[config.mk]
export PLATFORM = sky130hd
export DESIGN_NAME = mem_access_ctrl
export DESIGN_NICKNAME = d
export VERILOG_FILES = /design/src/rtl/mem_access_ctrl_pkg.sv /design/src/rtl/mac_rr_arbiter.sv /design/src/rtl/mem_access_ctrl.sv
export SDC_FILE = /design/constraint.sdc
export NUM_CORES = 1
export LEC_CHECK = 0
export CORE_ASPECT_RATIO = 2
export CORE_MARGIN = 5
export CORE_UTILIZATION = 43
export DETAILED_ROUTE_END_ITERATION = 12
export GPL_ROUTABILITY_DRIVEN = 0
export PLACE_DENSITY = 0.8
export SYNTH_ARGS = -nofsm -noshare
export SYNTH_HDL_FRONTEND = slang
export SYNTH_HIERARCHICAL = 1
export SYNTH_SLANG_ARGS = --single-unit
export TNS_END_PERCENT = 30
[constraint.sdc]
create_clock -name clk -period 2.2 [get_ports clk]
set_input_delay 0.22 -clock clk [delete_from_list [all_inputs] [get_ports clk]]
set_output_delay 0.22 -clock clk [all_outputs]
set_load 0.01 [all_outputs]
[src/rtl/mem_access_ctrl_pkg.sv]
// Shared types and constants for the data-memory access controller.
package mem_access_ctrl_pkg;

    typedef enum logic [1:0] {
        MAC_IDLE = 2'd0,
        MAC_BUSY = 2'd1,
        MAC_RESP = 2'd2
    } mac_state_e;

    typedef enum logic {
        OWN_CORE = 1'b0,
        OWN_DBG  = 1'b1
    } mac_owner_e;

    localparam logic [7:0] MAC_ABORT_DATA = 8'hFF;

    // Requester that did not hold the memory last time
    function automatic mac_owner_e mac_other(input mac_owner_e owner);
        return (owner == OWN_CORE) ? OWN_DBG : OWN_CORE;
    endfunction

endpackage

[src/rtl/mac_rr_arbiter.sv]
// Two-way round-robin arbiter between core and debug requesters.
module mac_rr_arbiter
    import mem_access_ctrl_pkg::*;
(
    input  logic       clk,
    input  logic       rst_n,
    input  logic       i_req_core,
    input  logic       i_req_dbg,
    input  logic       i_idle,
    input  logic       i_upd,
    input  mac_owner_e i_owner,
    output logic       o_gnt_c,
    output mac_owner_e o_owner_c
);

    mac_owner_e r_last;

    // Reset to DBG so the core wins the first tie
    always_ff @(posedge clk or negedge rst_n) begin
        if (!rst_n) begin
            r_last <= OWN_DBG;
        end else if (i_upd) begin
            r_last <= i_owner;
        end
    end

    always_comb begin
        o_gnt_c   = i_idle & (i_req_core | i_req_dbg);
        o_owner_c = OWN_CORE;
        if (i_req_core && i_req_dbg) begin
            o_owner_c = mac_other(r_last);
        end else if (i_req_dbg) begin
            o_owner_c = OWN_DBG;
        end
    end

endmodule

[src/rtl/mem_access_ctrl.sv]
// Sequences core and debug load/store requests onto the single-ported data memory.
module mem_access_ctrl
    import mem_access_ctrl_pkg::*;
#(
    parameter int unsigned ADDR_W  = 8,
    parameter int unsigned DATA_W  = 8,
    parameter int unsigned TIMEOUT = 15
) (
    input  logic              clk,
    input  logic              rst_n,
    input  logic              core_load,
    input  logic              core_store,
    input  logic [ADDR_W-1:0] core_addr,
    input  logic [DATA_W-1:0] core_wdata,
    output logic              core_stall,
    output logic [DATA_W-1:0] core_rdata,
    output logic              core_rvalid,
    input  logic              dbg_req,
    input  logic              dbg_we,
    input  logic [ADDR_W-1:0] dbg_addr,
    input  logic [DATA_W-1:0] dbg_wdata,
    output logic [DATA_W-1:0] dbg_rdata,
    output logic              dbg_done,
    output logic              mem_req,
    output logic              mem_we,
    output logic [ADDR_W-1:0] mem_addr,
    output logic [DATA_W-1:0] mem_wdata,
    input  logic              mem_ack,
    input  logic [DATA_W-1:0] mem_rdata,
    output logic              err
);

    localparam int unsigned CNT_W = $clog2(TIMEOUT + 1);

    mac_state_e        r_state, w_state_nxt;
    mac_owner_e        r_owner, w_owner_nxt;
    logic              r_we, w_we_nxt;
    logic [ADDR_W-1:0] r_addr, w_addr_nxt;
    logic [DATA_W-1:0] r_wdata, w_wdata_nxt;
    logic [CNT_W-1:0]  r_cnt, w_cnt_nxt;
    logic              r_mem_req, w_mem_req_nxt;
    logic [DATA_W-1:0] r_core_rdata, w_core_rdata_nxt;
    logic              r_core_rvalid, w_core_rvalid_nxt;
    logic [DATA_W-1:0] r_dbg_rdata, w_dbg_rdata_nxt;
    logic              r_dbg_done, w_dbg_done_nxt;
    logic              r_err, w_err_nxt;

    logic              w_core_req;
    logic              w_gnt;
    mac_owner_e        w_gnt_owner;
    logic              w_timeout;
    logic              w_done;
    logic [DATA_W-1:0] w_rdata;

    assign w_core_req = core_load | core_store;
    assign w_timeout  = (r_state == MAC_BUSY) & ~mem_ack & (r_cnt == CNT_W'(TIMEOUT - 1));
    assign w_done     = (r_state == MAC_BUSY) & (mem_ack | w_timeout);
    assign w_rdata    = mem_ack ? mem_rdata : DATA_W'(MAC_ABORT_DATA);

    mac_rr_arbiter u_arb (
        .clk        (clk),
        .rst_n      (rst_n),
        .i_req_core (w_core_req),
        .i_req_dbg  (dbg_req),
        .i_idle     (r_state == MAC_IDLE),
        .i_upd      (r_state == MAC_RESP),
        .i_owner    (r_owner),
        .o_gnt_c    (w_gnt),
        .o_owner_c  (w_gnt_owner)
    );

    always_ff @(posedge clk or negedge rst_n) begin
        if (!rst_n) begin
            r_state <= MAC_IDLE;
        end else begin
            r_state <= w_state_nxt;
        end
    end

    always_comb begin
        w_state_nxt = r_state;
        case (r_state)
            MAC_IDLE: if (w_gnt) w_state_nxt = MAC_BUSY;
            MAC_BUSY: if (w_done) w_state_nxt = MAC_RESP;
            MAC_RESP: w_state_nxt = MAC_IDLE;
            default:  w_state_nxt = MAC_IDLE;
        endcase
    end

    // Request latching on grant; completion pulses are registered on BUSY exit
    always_comb begin
        w_owner_nxt       = r_owner;
        w_we_nxt          = r_we;
        w_addr_nxt        = r_addr;
        w_wdata_nxt       = r_wdata;
        w_cnt_nxt         = r_cnt;
        w_mem_req_nxt     = r_mem_req;
        w_core_rdata_nxt  = r_core_rdata;
        w_core_rvalid_nxt = 1'b0;
        w_dbg_rdata_nxt   = r_dbg_rdata;
        w_dbg_done_nxt    = 1'b0;
        w_err_nxt         = r_err;
        case (r_state)
            MAC_IDLE: begin
                if (w_gnt) begin
                    w_owner_nxt   = w_gnt_owner;
                    w_mem_req_nxt = 1'b1;
                    w_cnt_nxt     = '0;
                    if (w_gnt_owner == OWN_CORE) begin
                        w_we_nxt    = core_store & ~core_load;
                        w_addr_nxt  = core_addr;
                        w_wdata_nxt = core_wdata;
                        if (core_load && core_store) w_err_nxt = 1'b1;
                    end else begin
                        w_we_nxt    = dbg_we;
                        w_addr_nxt  = dbg_addr;
                        w_wdata_nxt = dbg_wdata;
                    end
                end
            end
            MAC_BUSY: begin
                if (w_done) begin
                    w_mem_req_nxt = 1'b0;
                    if (w_timeout) w_err_nxt = 1'b1;
                    if (r_owner == OWN_CORE) begin
                        w_core_rvalid_nxt = ~r_we;
                        if (!r_we) w_core_rdata_nxt = w_rdata;
                    end else begin
                        w_dbg_done_nxt = 1'b1;
                        if (!r_we) w_dbg_rdata_nxt = w_rdata;
                    end
                end else begin
                    w_cnt_nxt = r_cnt + CNT_W'(1);
                end
            end
            default: ;
        endcase
    end

    always_ff @(posedge clk or negedge rst_n) begin
        if (!rst_n) begin
            r_owner       <= OWN_CORE;
            r_we          <= 1'b0;
            r_addr        <= '0;
            r_wdata       <= '0;
            r_cnt         <= '0;
            r_mem_req     <= 1'b0;
            r_core_rdata  <= '0;
            r_core_rvalid <= 1'b0;
            r_dbg_rdata   <= '0;
            r_dbg_done    <= 1'b0;
            r_err         <= 1'b0;
        end else begin
            r_owner       <= w_owner_nxt;
            r_we          <= w_we_nxt;
            r_addr        <= w_addr_nxt;
            r_wdata       <= w_wdata_nxt;
            r_cnt         <= w_cnt_nxt;
            r_mem_req     <= w_mem_req_nxt;
            r_core_rdata  <= w_core_rdata_nxt;
            r_core_rvalid <= w_core_rvalid_nxt;
            r_dbg_rdata   <= w_dbg_rdata_nxt;
            r_dbg_done    <= w_dbg_done_nxt;
            r_err         <= w_err_nxt;
        end
    end

    // Stall releases only in the core's own response cycle
    assign core_stall  = w_core_req & ~((r_state == MAC_RESP) & (r_owner == OWN_CORE));
    assign core_rdata  = r_core_rdata;
    assign core_rvalid = r_core_rvalid;
    assign dbg_rdata   = r_dbg_rdata;
    assign dbg_done    = r_dbg_done;
    assign mem_req     = r_mem_req;
    assign mem_we      = r_we;
    assign mem_addr    = r_addr;
    assign mem_wdata   = r_wdata;
    assign err         = r_err;

endmodule

-- Word level (Yosys, flattened, before mapping)
Cells that the tools add are included.
- flip-flop bits (word level): 45
- input port bits: 47
- $add $sub $neg: 1
- equality and inequality tests: 9
- muxes and demuxes: 28
- bitwise operators: 15
- reduce and logical (&&, ||, !) cells: 11
- operators by type and width (cell ; count):
    $mux W8 ; 3
    $mux W1 ; 17
    $ne A2 B2 Y1 const B ; 6
    $mux W4 ; 2
    $pmux W4 S2 ; 1
    $reduce_and A4 Y1 ; 2
    $and A1 B1 Y1 ; 7
    $reduce_and A3 Y1 ; 2
    $reduce_and A6 Y1 ; 1
    $not A1 Y1 ; 5
    $add A4 B1 Y4 const B ; 1
    $eq A4 B4 Y1 const B ; 1
    $mux W2 ; 2
    $pmux W1 S2 ; 2
    $pmux W2 S2 ; 1
    $reduce_and A2 Y1 ; 2
    $or A1 B1 Y1 ; 3
    $eq A2 B1 Y1 const B ; 1
    $eq A2 B2 Y1 const B ; 1
    $logic_and A1 B1 Y1 ; 2
    $logic_not A2 Y1 ; 1
    $reduce_bool A2 Y1 ; 1

-- Longest topological paths before layout
Gate-level depths: netlist (run 1).
- depth after elaboration: 7
- gate-level depth with buffers: 7

-- Modules after synthesis
The synthesis (run 1) kept the hierarchy.
- by module, submodules not included (module ; times used ; cells each ; area each (sq um) ; seq. area each (sq um)):
    mem_access_ctrl ; 1 ; 171 ; 2034.5 ; 1101.1
    mac_rr_arbiter ; 1 ; 4 ; 56.3 ; 26.3

-- Worst setup path after synthesis (run 1)
Ideal clock, no wire load.
- path type: input-to-reg
- from: input port core_store
- to: register r_wdata[1] (netlist: mem_wdata[1])
- library setup time: 0.132 ns
- data arrival time: 1.629 ns
- slack: 0.439 ns
- stages: 6
- path buffers: 2
- path through: or2_2 > a21boi_0 > buf_2 > buf_1 > mux2i_1 > o21ai_1
- cells in the longest elaborated chain, start to end: 4
- elaborated cells on any way between the ends: 7
- those cells by class: mux (2); bitwise (3); reduce/logical (2)
- ends and longest elaborated chain (element ; line ; text):
    from (decl) ; mem_access_ctrl.sv:12 ; input logic core_store,
    $or A1 B1 Y1 ; mem_access_ctrl.sv:55 ; assign w_core_req = core_load | core_store;
    $logic_and A1 B1 Y1 ; mac_rr_arbiter.sv:30 ; if (i_req_core && i_req_dbg) begin
    $mux W1 ; mac_rr_arbiter.sv:30 ;
    named net w_gnt_owner ; mem_access_ctrl.sv:50 ; mac_owner_e w_gnt_owner;
    $mux W8 ; mem_access_ctrl.sv:109 ; if (w_gnt_owner == OWN_CORE) begin
    to (signal assigned) ; mem_access_ctrl.sv:157 ; r_wdata <= w_wdata_nxt;
    to (decl) ; mem_access_ctrl.sv:39 ; logic [DATA_W-1:0] r_wdata, w_wdata_nxt;
The timed path passes the listed nets, and every way through them passes these cells.
A chain may end at the register's enable or synchronous reset.

-- Worst setup path in the final report (run 1)
- from: register r_state[0]
- to: output port core_stall
- cells in the longest elaborated chain, start to end: 4
- ends and longest elaborated chain (element ; line ; text):
    from (decl) ; mem_access_ctrl.sv:35 ; mac_state_e r_state, w_state_nxt;
    from (signal assigned) ; mem_access_ctrl.sv:76 ; r_state <= w_state_nxt;
    $eq A2 B2 Y1 ; mem_access_ctrl.sv:169 ; assign core_stall = w_core_req & ~((r_state == MAC_RESP) & (r_owner == OWN_CORE));
    $and A1 B1 Y1 ; mem_access_ctrl.sv:169 ;
    $not A1 Y1 ; mem_access_ctrl.sv:169 ;
    $and A1 B1 Y1 ; mem_access_ctrl.sv:169 ;
    to (decl) ; mem_access_ctrl.sv:15 ; output logic core_stall,
Every way passes these cells.

==> metrics.yaml, run 1 <==
drt-initial-drc-count: 24
critPathLaunchType: "register"
clk_pin_slew_ns: 0.08
setup_viol: 0
period_share_pct: 92.6
p_leak_uw: 0.00140
pwr-share-seq_pct: 36.4
crit_type: "register to primary output"
design.die.area_sq_um: 6440
grt_util_all_layers_pct: 16.4
slew-limit-headroom_pct: 65.8
core_sq_um: 4820
fp-row-count: 36
dp_hpwl_um: 4060
p_sw_share_pct: 32.3
mostFrequentLayoutCells: "clkdlybuf4s50_1, dfrtp_1, nand2_1"
final_common_cell: "clkdlybuf4s50_1"
htreeDepth: 2
fin_skew_ns: 0.00949
p_int_uw: 2670
maxSlewViolCount: 0
power.density_nw_per_um2: 1260
min_period_ns: 2.04
synth_cells: 175
finalHoldViolations: 0
cap_violations: 0
comb_power_share_pct: 47.3
final.setup.tns_ns: 0
grt_pass1_wl_um: 7880
cts-root-buf: "clkbuf_8"
final_cell_area_sq_um: 3140
drcViolationCount: 0
worst-path-max-fanout: 7
grt_overflow_total: 0
wire_per_inst_um: 15.9
clock-sinks: 45
vdd_drop_max_v: 0.000806
yosysWarningCount: 6
viasPerCell: 5.09
cp_data_required_time_ns: 1.98
cts_tree: "built"
area_delta_synth_final_pct: 50.2
switchingPower_uw: 1270
start_util_pct: 43.4
synth_fp_nets: 224
fill_cells: 373
max_freq_mhz: 491
drive_gt1_share_pct: 13.6
outcome: "completed"
ant_nets: 0
grt_max_degree: 32
syn_area_per_cell_sq_um: 11.9
grt_pass1_vias: 1662
firstDrtPassIters: 4
clock_path_buffers: 2
worst_slew_pin_slew_ns: 0.512
arrival_ns: 1.82
end_kind: "primary output"
postPlaceCellArea_sq_um: 3010
ys_ff_latch: 45
clockPowerShare_pct: 16.3
rsz0062_at_grt: "false"
yosysSeqAreaShare_pct: 53.9
syn_area_sq_um: 2090
antenna_cells: 0
clkLatencyLatePin_ns: 0.29
antenna_found_initial: 0
io_pins: 85
hp-class: "input port to asynchronous set/reset pin"
vias: 1633
die_h_um: 109
drt_wl_total_um: 5090
die_w_um: 59.3
cts_setup_buffers: 0
cts_made_buffers: 5
nets: 312
synthDistinctLibCells: 32
place.port_buffers: 84
-- synth_stat cells --
cell / number / area [sq um]
a21boi_0: 2 / 15.0
inv_1: 5 / 18.8
nand3_1: 3 / 15.0
nor3b_1: 2 / 15.0
mux2i_1: 18 / 180
nand2_1: 22 / 82.6
ha_1: 2 / 25.0
nor2b_1: 1 / 6.26
buf_1: 1 / 3.75
and3_1: 1 / 6.26
buf_2: 1 / 5.00
clkbuf_1: 5 / 18.8
nand2b_1: 8 / 50.1
a21oi_1: 1 / 5.00
or4_4: 2 / 22.5
and2b_1: 1 / 7.51
or3b_1: 2 / 17.5
dfrtp_1: 44 / 1100
buf_6: 2 / 22.5
or3_1: 2 / 12.5
mux2_4: 17 / 255
dfstp_2: 1 / 26.3
or2_2: 1 / 6.26
nor3_1: 1 / 5.00
o21ai_0: 4 / 20.0
nand2b_4: 1 / 13.8
a22oi_1: 1 / 7.51
a31oi_1: 2 / 12.5
o221ai_1: 1 / 8.76
o21ai_1: 18 / 90.1
o21a_1: 1 / 7.51
nor2_1: 2 / 7.51
-- registers in the layout (all words and copies together) (netlist names), 2 cells and up --
register    count
r_state         2
dbg_rdata       8
r_cnt           4
mem_wdata       8
mem_addr        8
core_rdata      8
-- path summary, 6_finish.rpt --
path / start / to / slack, ns / cells past startpoint
setup / recovery: r_state[0] / core_stall / 0.16 / 3
hold / removal: rst_n / mem_wdata[2] / 0.26 / 2
setup reg to reg: r_cnt[0] / core_rdata[0] / 0.32 / 5
hold reg to reg: mem_wdata[7] / mem_wdata[7] / 0.49 / 2
max in group asynchronous: rst_n / u_arb/r_last / 1.42 / 3
min in group clk: mem_wdata[7] / mem_wdata[7] / 0.49 / 2
-- cell families (layout without fill, tap and decap cells) --
group,Yosys count,in the layout,synth area share (%)
AO/OA/AOI/OAI,30,30,7.96
buffers and inverters,14,103,3.29
AND/OR/NAND/NOR,49,49,12.8
flip-flops,45,45,53.9
adder cells (fa/ha/maj),2,2,1.20
multiplexers,35,35,20.8
-- timing repair --
item	CTS	global route
hold buffers	1	0
gates resized for setup	0	0
hold endpoints to repair	44	0
setup endpoints to repair	0	0
-- routing by layer --
metal / GRT usage [%] / up-vias / wire length (um)
met1: 16.6 / 779 / 1780
met5: 0 / - / 0
met2: 30.2 / 65 / 2830
li1: - / 779 / -
met3: 4.38 / 10 / 337
met4: 6.81 / 0 / 136
-- area by class of cell --
type	count	area (sq um)	area share, %
clock inverter	1	30.0	0.956
clock buffer	7	86.3	2.75
multi-input combinational	116	898	28.6
timing repair buffer	90	908	28.9
tap	57	71.3	2.27
inverter	5	18.8	0.598
sequential	45	1130	35.9
-- power by group through the flow --
stage               clock (uW)  combinational (uW)  sequential, uW
floorplan                    0                 793            1560
global placement             0                1840            1440
detailed placement           0                1890            1450
CTS                        660                1890            1440
global route               695                2010            1490
finish                     645                1860            1440
-- metrics by stage --
step	hold WS [ns]	instances	util [%]	power, uW	setup slack (ns)
after floorplan	-0.0756	175	-	2360	0.439
after global placement	0.0234	312	62.5	3280	0.276
after detailed placement	0.0278	312	62.5	3340	0.227
after CTS	0.248	321	65.2	3990	0.139
after global routing	0.261	321	65.2	4190	0.0613
final	0.263	321	65.2	3950	0.162
-- critical path, stage by stage, from the launching register on --
cell,delay [ns]
dfrtp_1,0.47
and2b_1,0.24
a21boi_0,0.24
clkdlybuf4s50_1,0.58
No activity file was read; power rests on OpenSTA's default activity.
==> inputs of run 2 (changes only) <==
HOLD_SLACK_MARGIN = 0.02   (was not set)
==> results of run 2 <==
No change in the layout: final DEF, timing and power equal those of run 1.
==> inputs of run 3 (changes only) <==
CAP_MARGIN = 30   (was not set)
GPL_TIMING_DRIVEN = 0   (was not set)
SETUP_SLACK_MARGIN = 0.02   (was not set)
==> run 3 against run 2 <==
Net effect:
- clock power fell by 23%
- sequential share of layout area rose by 0.35 points
- first-iteration DRC count fell by 17%
- cell count rose by 1.2%
- wire length fell by 4.4%
- die area did not move
- flip-flop and latch count did not move
- largest cell class unchanged
==> metrics.yaml, run 3 (synthesis gave the netlist of run 1 again) <==
comb_power_share_pct: 48.7
fin_skew_ns: 0.00823
htreeDepth: 2
die_h_um: 109
p_leak_uw: 0.00138
post-place-ws_ns: -0.286
clock-sinks: 45
hp-class: "input port to asynchronous set/reset pin"
p_sw_share_pct: 33.6
switchingPower_uw: 1260
cts_tree: "built"
drcViolationCount: 0
mostFrequentLayoutCells: "clkdlybuf4s50_1, dfrtp_1, nand2_1"
postPlaceCellArea_sq_um: 3020
setup_ws_ns: 0.154
arrival_ns: 2.21
antenna_cells: 0
start_util_pct: 43.4
clk_pin_slew_ns: 0.08
setup_viol: 0
wire_per_inst_um: 15.0
drt_wl_total_um: 4860
clockPowerShare_pct: 13.2
ff2ff_setup_slack_ns: 0.29
period_share_pct: 93.0
grt_util_all_layers_pct: 16.0
cts_setup_buffers: 0
clock_path_buffers: 2
p_int_uw: 2500
end_kind: "register"
area_delta_synth_final_pct: 48.8
clkLatencyLatePin_ns: 0.29
io_pins: 85
pwr-share-seq_pct: 38.1
vias: 1609
crit_type: "input port to register"
cap_violations: 0
maxSlewViolCount: 0
cts_made_buffers: 5
grt_pass1_vias: 1746
cp_data_required_time_ns: 2.36
finalHoldViolations: 0
final_cell_area_sq_um: 3110
final_common_cell: "clkdlybuf4s50_1"
fp-row-count: 36
slew-limit-headroom_pct: 66.5
grt_pass1_wl_um: 7870
max_freq_mhz: 489
place.port_buffers: 84
viasPerCell: 4.95
drive_gt1_share_pct: 13.1
core_sq_um: 4820
die_w_um: 59.3
dp_hpwl_um: 3950
design.die.area_sq_um: 6440
min_period_ns: 2.05
nets: 316
firstDrtPassIters: 4
outcome: "completed"
power.density_nw_per_um2: 1210
drt-initial-drc-count: 20
vdd_drop_max_v: 0.000803
cts-root-buf: "clkbuf_8"
grt_max_degree: 34
grt_overflow_total: 0
ant_nets: 0
critPathLaunchType: "input port"
rsz0062_at_grt: "false"
worst-path-max-fanout: 10
worst_slew_pin_slew_ns: 0.502
antenna_found_initial: 0
## run 3: worst paths after layout
| check | start | end | cells after the start |
|---|---|---|---|
| setup / recovery | core_load | mem_wdata[3] | 7 |
| hold / removal | rst_n | r_cnt[0] | 2 |
| setup reg to reg | r_state[0] | mem_wdata[6] | 7 |
| hold reg to reg | mem_addr[1] | mem_addr[1] | 2 |
| max in group asynchronous | rst_n | dbg_done | 3 |
| min in group clk | mem_addr[1] | mem_addr[1] | 2 |
## run 3: per-layer routing
layer	vias to the layer above	routed length, um	global-route usage (%)
li1	784	-	-
met2	56	2760	30.0
met5	-	0	0
met3	5	348	5.09
met4	0	55	5.35
met1	764	1700	15.9
## run 3: timing repair
item,CTS,global route
setup endpoints to repair,0,9
hold buffers,1,0
resized for setup,0,0
endpoints found under the hold margin,11,0
## run 3: power groups by stage
stage               sequential (uW)  clock [uW]  combinational, uW
finish                         1430         497               1830
global route                   1490         557               1980
CTS                            1440         520               1870
detailed placement             1450           0               1860
global placement               1430           0               1830
floorplan                      1560           0                793
## run 3: final cells by class
cell class,instances,area [sq um]
Sequential cell,45,1130
Clock inverter,3,17.5
Timing Repair Buffer,86,866
Clock buffer,5,68.8
Buffer,8,46.3
Inverter,5,18.8
Multi-Input combinational cell,116,895
Tap cell,57,71.3
Fill cell,413,1710
## run 3: stage by stage
step	hold slack, ns	instances	TNS [ns]	power (uW)	utilization (%)
6_report	0.352	325	0	3760	64.5
5_1_grt	0.376	325	0	4020	64.5
4_1_cts	0.347	326	0	3830	64.6
3_5_place_dp	0.139	317	-3.86	3320	62.6
3_3_place_gp	0.465	316	-16.19	3260	62.3
2_1_floorplan	-0.0756	175	0	2360	-
## run 3: critical path: stages
cell             delay (ns)
clkdlybuf4s50_1        0.45
or2_2                  0.31
o21a_1                 0.18
or3b_1                 0.15
clkbuf_1               0.35
clkbuf_1               0.41
o21ai_1                0.13
